<file path="config.mk">
export PLATFORM = sky130hd
export DESIGN_NAME = mod_n_key_counter
export DESIGN_NICKNAME = d
export VERILOG_FILES = /design/src/rtl/counter_pkg.sv /design/src/rtl/key_conditioner.sv /design/src/rtl/mod_n_key_counter.sv
export SDC_FILE = /design/constraint.sdc
export NUM_CORES = 1
export LEC_CHECK = 0
export CORE_MARGIN = 2
export CORE_UTILIZATION = 56
export CTS_CLUSTER_DIAMETER = 60
export DETAILED_ROUTE_END_ITERATION = 10
export PLACE_DENSITY = 0.8
export SYNTH_ARGS = -nofsm -noshare
export SYNTH_HDL_FRONTEND = slang
export SYNTH_HIERARCHICAL = 1
export SYNTH_SLANG_ARGS = --single-unit
</file>
<file path="constraint.sdc">
create_clock -name CLOCK_50 -period 3 [get_ports CLOCK_50]
set_input_delay 0.6 -clock CLOCK_50 [delete_from_list [all_inputs] [get_ports CLOCK_50]]
set_output_delay 0.6 -clock CLOCK_50 [all_outputs]
set_load 0.03 [all_outputs]
</file>
<file path="src/rtl/counter_pkg.sv">
// Shared constants for the modulo-N key counter: key indices, LEDR flag bits, defaults.
// Used by both builds (KEY_DEBOUNCE_EN defined or undefined).
package counter_pkg;

    localparam int unsigned KEY_RST = 0;
    localparam int unsigned KEY_UP  = 1;
    localparam int unsigned KEY_DN  = 2;
    localparam int unsigned KEY_LD  = 3;

    localparam int unsigned FLAG_CARRY  = 0;
    localparam int unsigned FLAG_BORROW = 1;
    localparam int unsigned FLAG_WRAP   = 2;

    localparam int unsigned DEBOUNCE_CYCLES_DEFAULT = 50000;

endpackage

</file>
<file path="src/rtl/key_conditioner.sv">
// One push-button path: 2-flop synchroniser, optional debounce filter (KEY_DEBOUNCE_EN),
// arm bit and single-cycle press pulse on a 1->0 transition of the filtered level.
module key_conditioner #(
    parameter int unsigned DEBOUNCE_CYCLES = counter_pkg::DEBOUNCE_CYCLES_DEFAULT
) (
    input  logic clk_i,
    input  logic rst_ni,
    input  logic key_ni,
    output logic press_o
);

    logic       sync1_q, sync2_q;
    logic [1:0] vld_q;
    logic       level;
    logic       prev_q;
    logic       armed_q, armed_d;

    if (DEBOUNCE_CYCLES < 1) begin : g_param_check
        $error("DEBOUNCE_CYCLES must be at least 1");
    end

    // vld_q[1] marks that sync2_q holds a real sample rather than its reset value.
    always_ff @(posedge clk_i or negedge rst_ni) begin
        if (!rst_ni) begin
            sync1_q <= 1'b1;
            sync2_q <= 1'b1;
            vld_q   <= 2'b00;
        end else begin
            sync1_q <= key_ni;
            sync2_q <= sync1_q;
            vld_q   <= {vld_q[0], 1'b1};
        end
    end

`ifdef KEY_DEBOUNCE_EN
    localparam int unsigned CntW = $clog2(DEBOUNCE_CYCLES + 1);
    localparam logic [CntW-1:0] CntLast = CntW'(DEBOUNCE_CYCLES - 1);

    logic [CntW-1:0] cnt_q, cnt_d;
    logic            filt_q, filt_d;

    always_comb begin
        cnt_d  = '0;
        filt_d = filt_q;
        if (sync2_q != filt_q) begin
            if (cnt_q == CntLast) begin
                filt_d = sync2_q;
            end else begin
                cnt_d = cnt_q + CntW'(1);
            end
        end
    end

    always_ff @(posedge clk_i or negedge rst_ni) begin
        if (!rst_ni) begin
            cnt_q  <= '0;
            filt_q <= 1'b1;
        end else begin
            cnt_q  <= cnt_d;
            filt_q <= filt_d;
        end
    end

    assign level = filt_q;
`else
    assign level = sync2_q;
`endif

    // Arm only once a genuine released level is seen, so a key held through reset is ignored.
    assign armed_d = armed_q | (vld_q[1] & sync2_q & level);

    always_ff @(posedge clk_i or negedge rst_ni) begin
        if (!rst_ni) begin
            prev_q  <= 1'b1;
            armed_q <= 1'b0;
        end else begin
            prev_q  <= level;
            armed_q <= armed_d;
        end
    end

    assign press_o = armed_q & prev_q & ~level;

endmodule

</file>
<file path="src/rtl/mod_n_key_counter.sv">
// Modulo-N up/down counter driven by conditioned push-buttons, with carry/borrow/wrap flags.
// Define KEY_DEBOUNCE_EN to insert a debounce filter in each key path.
module mod_n_key_counter
    import counter_pkg::*;
#(
    parameter int unsigned WIDTH           = 4,
    parameter int unsigned MODULUS         = 16,
    parameter int unsigned DEBOUNCE_CYCLES = DEBOUNCE_CYCLES_DEFAULT
) (
    input  logic             CLOCK_50,
    input  logic [3:0]       KEY,
    input  logic [WIDTH-1:0] SW,
    output logic [WIDTH-1:0] LEDG,
    output logic [2:0]       LEDR
);

    localparam logic [WIDTH:0]   ModExt = (WIDTH + 1)'(MODULUS);
    localparam logic [WIDTH-1:0] MaxVal = WIDTH'(MODULUS - 1);

    if (MODULUS < 2 || MODULUS > (64'd1 << WIDTH)) begin : g_param_check
        $error("MODULUS must satisfy 2 <= MODULUS <= 2**WIDTH");
    end

    logic             rst_n;
    logic [3:1]       press;
    logic [WIDTH-1:0] sw1_q, sw_q;
    logic [WIDTH-1:0] count_q, count_d;
    logic             carry_q, carry_d;
    logic             borrow_q, borrow_d;
    logic             wrap_q, wrap_d;

    assign rst_n = KEY[KEY_RST];

    for (genvar i = KEY_UP; i <= KEY_LD; i++) begin : g_key
        key_conditioner #(
            .DEBOUNCE_CYCLES(DEBOUNCE_CYCLES)
        ) u_key (
            .clk_i  (CLOCK_50),
            .rst_ni (rst_n),
            .key_ni (KEY[i]),
            .press_o(press[i])
        );
    end

    always_comb begin
        count_d  = count_q;
        carry_d  = 1'b0;
        borrow_d = 1'b0;
        if (press[KEY_LD]) begin
            count_d = ({1'b0, sw_q} >= ModExt) ? MaxVal : sw_q;
        end else if (press[KEY_UP] && press[KEY_DN]) begin
            count_d = count_q;
        end else if (press[KEY_UP]) begin
            if (count_q == MaxVal) begin
                count_d = '0;
                carry_d = 1'b1;
            end else begin
                count_d = count_q + WIDTH'(1);
            end
        end else if (press[KEY_DN]) begin
            if (count_q == '0) begin
                count_d  = MaxVal;
                borrow_d = 1'b1;
            end else begin
                count_d = count_q - WIDTH'(1);
            end
        end
        wrap_d = wrap_q | carry_d | borrow_d;
    end

    always_ff @(posedge CLOCK_50 or negedge rst_n) begin
        if (!rst_n) begin
            sw1_q    <= '0;
            sw_q     <= '0;
            count_q  <= '0;
            carry_q  <= 1'b0;
            borrow_q <= 1'b0;
            wrap_q   <= 1'b0;
        end else begin
            sw1_q    <= SW;
            sw_q     <= sw1_q;
            count_q  <= count_d;
            carry_q  <= carry_d;
            borrow_q <= borrow_d;
            wrap_q   <= wrap_d;
        end
    end

    assign LEDG              = count_q;
    assign LEDR[FLAG_CARRY]  = carry_q;
    assign LEDR[FLAG_BORROW] = borrow_q;
    assign LEDR[FLAG_WRAP]   = wrap_q;

endmodule

</file>
* After elaboration in Yosys (flattened, before gate mapping)
Index checks and enable logic that the tools add are counted.
Widths: inputs -> output; s select.
** Operators by class
- Mux-type cells :: 15
- Reduce and logical (&&, ||, !) cells :: 4
- Bitwise gates (word level) :: 20
- Eq/ne operators :: 2
- Add/subtract/negate cells :: 2
** Operator list (number)
- $mux 4 :: 6
- $and 1x1->1 :: 12
- $mux 1 :: 9
- $or 1x1->1 :: 5
- $add 4x1->4 const B :: 1
- $eq 4x4->1 const B :: 1
- $logic_not 4->1 :: 1
- $sub 4x1->4 const B :: 1
- $not 1->1 :: 3
- $reduce_bool 3->1 :: 1
- $ne 2x1->1 const B :: 1
- $reduce_and 2->1 :: 1
- $logic_and 1x1->1 :: 1
** Storage, ports and cells
- Flip-flop bits (word level) :: 33
- Input port bits :: 9

* Longest topological paths before layout
- Depth after elaboration :: 7
- Gate-level depth with buffers :: 6
- Depth with buffers taken out :: 6

* By module
The synthesis kept the hierarchy.
** Modules (own cells, without submodules)
- mod_n_key_counter :: instances 1, cells each 58, area an instance 649.4 sq um
- key_conditioner :: instances 3, cells each 9, area an instance 175.2 sq um

* Worst setup path after synthesis
No wires, ideal clock.
- Path type :: reg2reg
- Start :: reg count_q[0], in the netlist LEDG[0]
- End :: reg count_q[3], in the netlist LEDG[3]
- Cell stages (with the launch flop) :: 7
- Data required time :: 2.879 ns
- Clock period less this slack :: 1.528 ns
- Data arrival time :: 1.407 ns
- Buffers on the path :: 0
- Setup slack :: 1.472 ns
- Cell sequence :: dfrtp_1 inv_1 ha_1 o21bai_1 a21oi_1 o21ai_0 a22o_1
** Between the ends
- Word-level cells in the longest chain between the ends :: 6
- Elaborated cells between the ends (all ways) :: 10
- Classes of those cells :: add/sub: 2; eq/ne: 1; mux: 6; reduce/logical: 1
** Ends and longest elaborated chain
- from (decl) :: RTL line mod_n_key_counter.sv:27 : logic [WIDTH-1:0] count_q, count_d;
- from (signal assigned) :: RTL line mod_n_key_counter.sv:82 : count_q <= count_d;
- $sub 4x1->4 / $logic_not 4->1 (equally long branches) :: RTL line mod_n_key_counter.sv:65, mod_n_key_counter.sv:61
- $mux 4 :: RTL line mod_n_key_counter.sv:61 : if (count_q == '0) begin
- $mux 4 :: RTL line mod_n_key_counter.sv:60 : end else if (press[KEY_DN]) begin
- $mux 4 * :: RTL line mod_n_key_counter.sv:53 : end else if (press[KEY_UP]) begin
- $mux 4 * :: RTL line mod_n_key_counter.sv:51 : end else if (press[KEY_UP] && press[KEY_DN]) begin
- $mux 4 * :: RTL line mod_n_key_counter.sv:49 : if (press[KEY_LD]) begin
Mark *: on every way between the ends. The rest lies on a longest branch, timed or not. The select of a mux whose other input is x is not followed.
A chain may end at the register's enable or synchronous reset.

* Final worst setup path
- Start :: reg count_q[0], in the netlist LEDG[0]
- End :: out LEDG[0]
** RTL lines
- to (decl) :: RTL line mod_n_key_counter.sv:13 : output logic [WIDTH-1:0] LEDG,
No word-level cell between the ends.

==> flow_metrics.py <==
metrics = {
    "sta": {
        "rsz0062_at_grt": "false",
        "fin_skew_ns": 0.00703,
        "period_needed_ns": 2.07,
        "fin_ws_ns": 0.926,
        "max_freq_ghz": 0.482,
        "finalCritPeriodShare_pct": 69.1,
        "finalMaxSlewViolations": 0,
        "finalHoldViolations": 0,
        "setup_tns_ns": 0,
        "finalSetupViolCount": 0,
    },
    "floorplan": {
        "initial_core_util_pct": 59.9,
        "pin_count": 16,
        "die_w_um": 49.8,
        "core.rowCount": 16,
        "fp.dieArea_um2": 2480,
        "die_h_um": 49.8,
        "core_um2": 1960,
    },
    "worst_setup_path": {
        "end_kind": "primary output",
        "crit_type": "register to primary output",
        "critPathLaunchType": "register",
        "reg2reg_from": "g_key[2].u_key/prev_q",
        "path_buf_inv": 1,
        "cp_max_fo": 6,
        "cp_top_family": "buffers and inverters",
        "r2r_end": "LEDG[3]",
        "cpPeakStageDelay_ns": 0.70,
        "crit_chain": "clkdlybuf4s50_1",
        "ff2ff_setup_slack_ns": 1.30,
        "slowest_stage": "clkdlybuf4s50_1",
        "worstPathArrival_ns": 1.47,
        "ff2ff_path_depth": 5,
        "required_ns": 2.40,
    },
    "logic_synthesis": {
        "synth-edff-count": 0,
        "yosys_warnings": 6,
        "synthTopCellsByCount": "dfrtp_1 (24), dfstp_2 (9), nand2_1 (7), o21ai_0 (5)",
        "syn-cell-area_um2": 1170,
        "postSynthCellCount": 85,
        "yosysTopAreaCellShare_pct": 51.1,
        "synth_top_area_cell": "dfrtp_1",
        "synth_ff_type": "dfrtp_1",
        "synthesis.nets": 96,
        "ys_seq_area_share_pct": 71.2,
        "async_reset_ff_share_pct": 100,
        "synthDistinctLibCells": 29,
        "yosysMostFrequentCell": "dfrtp_1",
        "synth_seq_cells": 33,
        "avgSynthCellArea_um2": 13.8,
        "synthTopCellsByArea": "dfrtp_1 (51%), dfstp_2 (20%), nand2_1 (2.2%), a21o_2 (2.2%), and3b_1 (2.2%)",
    },
    "finish": {
        "stdcell_count": 130,
        "antenna_cells": 0,
        "area_growth_pct": 18.3,
        "nets": 114,
        "final_area_um2": 1390,
        "layout-drive-gt1-share_pct": 20.4,
        "fillers": 147,
    },
    "cts": {
        "clk_pin_slew_worst_paths_ns": 0.09,
        "cts_setup_buffers": 0,
        "cts_tree": "yes",
        "clockBufferDepth": 2,
        "clock_sinks": 33,
        "h-tree-depth": 2,
        "cts_resized": 0,
        "cts_hold_buf": 0,
        "worst_skew_pair.late_latency_ns": 0.32,
        "cts_made_buffers": 5,
        "ctsRootBufferMaster": "clkbuf_4",
    },
    "placement": {
        "dp_worst_setup_slack_ns": 1.26,
        "dp.cells": 123,
        "place_area_um2": 1340,
        "io_buffers": 15,
        "gp_congestion": 0.809,
        "dp_hpwl_um": 1120,
    },
    "job": {
        "cap_violations": 0,
    },
    "worst_hold_path": {
        "hold_end": "sw_q[1]",
        "holdPathStages": 0,
        "min_path_type": "register to register",
        "hp-start": "sw1_q[1]",
    },
    "pwr": {
        "intPower_uw": 731,
        "power.switching_uw": 314,
        "power_density_nw_per_um2": 752,
        "power_leakage_nw": 0.606,
        "clkPwrFrac_pct": 22.4,
        "p_seq_share_pct": 51.5,
        "switching_share_pct": 30.1,
        "peakVddDrop_mv": 0.454,
        "p_comb_share_pct": 26.0,
    },
    "global_routing": {
        "grtUsageTotal_pct": 15.5,
        "antenna_found_initial": 0,
        "grt_pass1_wl_um": 2570,
        "overflow": 0,
        "grt_max_degree": 34,
        "grt_pass1_vias": 586,
    },
    "routing": {
        "routed-via-count": 638,
        "viasPerCell": 4.91,
        "drc_errors": 0,
        "antenna_left": 0,
        "drt_iter0_drc": 5,
        "dr.pass1.iters": 4,
        "wl_per_cell_um": 12.3,
        "drt-total-wl_um": 1600,
    },
    "outcome": {
        "run_status": "finished clean",
    },
}
-- cells in the final DEF, fill, tap and decap left out, types with 2 or more instances in the layout --
master / synthesis / routed
xnor2_1: 2 / 2
dfstp_2: 9 / 9
nand3b_1: 3 / 3
conb_1: 3 / 3
or3_1: 2 / 2
dfrtp_1: 24 / 24
a21o_2: 3 / 3
clkdlybuf4s50_1: 0 / 15
mux2i_1: 2 / 2
clkbuf_4: 0 / 5
inv_1: 2 / 2
ha_1: 2 / 2
o21ai_0: 5 / 5
and3b_1: 3 / 3
nand2_1: 7 / 7
-- metrics by stage --
step           utilization, %  hold slack (ns)  power (mW)
6_report                 70.9            0.346        1.05
5_1_grt                  70.9            0.358        1.10
4_1_cts                  70.9            0.352        1.06
3_5_place_dp             68.0            0.336       0.819
3_3_place_gp             68.0            0.332       0.808
2_1_floorplan               -            0.304       0.724
-- per-layer routing --
layer,track usage (%),wire (µm)
met1,15.6,662
met2,24.9,820
met3,8.18,87
met4,9.72,26
met5,0,0
-- cell type report --
cell class                      instances  area (µm²)  share of cell area, %
Inverter                                3        11.3                  0.810
Clock buffer                            7        55.1                   3.96
Sequential cell                        33         837                   60.2
Timing Repair Buffer                   16         158                   11.3
Multi-Input combinational cell         44         295                   21.2
Tap cell                               27        33.8                   2.43
-- registers in the layout, summed over array words and instances, names as in the netlist --
name,flops
sw1_q,4
carry_q,1
borrow_q,1
g_key.u_key/sync1_q,3
wrap_q,1
sw_q,4
g_key.u_key/armed_q,3
g_key.u_key/prev_q,3
LEDG,4
g_key.u_key/level,3
g_key.u_key/vld_q,6
-- power by group through the flow --
stage	Combinational [mW]	Clock [mW]	Sequential, mW
2_1_floorplan	0.138	0	0.585
3_3_place_gp	0.267	0	0.541
3_5_place_dp	0.272	0	0.548
4_1_cts	0.274	0.246	0.540
5_1_grt	0.293	0.260	0.547
6_report	0.272	0.234	0.539
-- worst max-delay path by stage --
stage / to / slack [ns] / cells after the start / start
final: LEDG[0] / 0.93 / 1 / LEDG[0]
after global routing: LEDG[0] / 0.86 / 1 / LEDG[0]
after CTS: LEDG[2] / 0.90 / 1 / LEDG[2]
after detailed placement: LEDG[2] / 1.26 / 1 / LEDG[2]
after global placement: LEDG[3] / 1.29 / 1 / LEDG[3]
after floorplan: LEDG[3] / 1.47 / 6 / LEDG[0]
-- worst register-to-register path, cell delays in order (launching register included) --
cell,delay (ns)
dfstp_2,0.52
and3b_1,0.33
xor2_1,0.29
nor2_1,0.07
a311oi_1,0.27
a22o_1,0.17
-- logic make-up after synthesis --
group,synth area share [%]
XOR/XNOR,2.24
AO/OA/AOI/OAI,6.92
other,0.958
flip-flops,71.2
multiplexers,1.70
buffers and inverters,3.62
AND/OR/NAND/NOR,11.2
adder cells (fa/ha/maj),2.13
(Power assumes the default switching activity.)
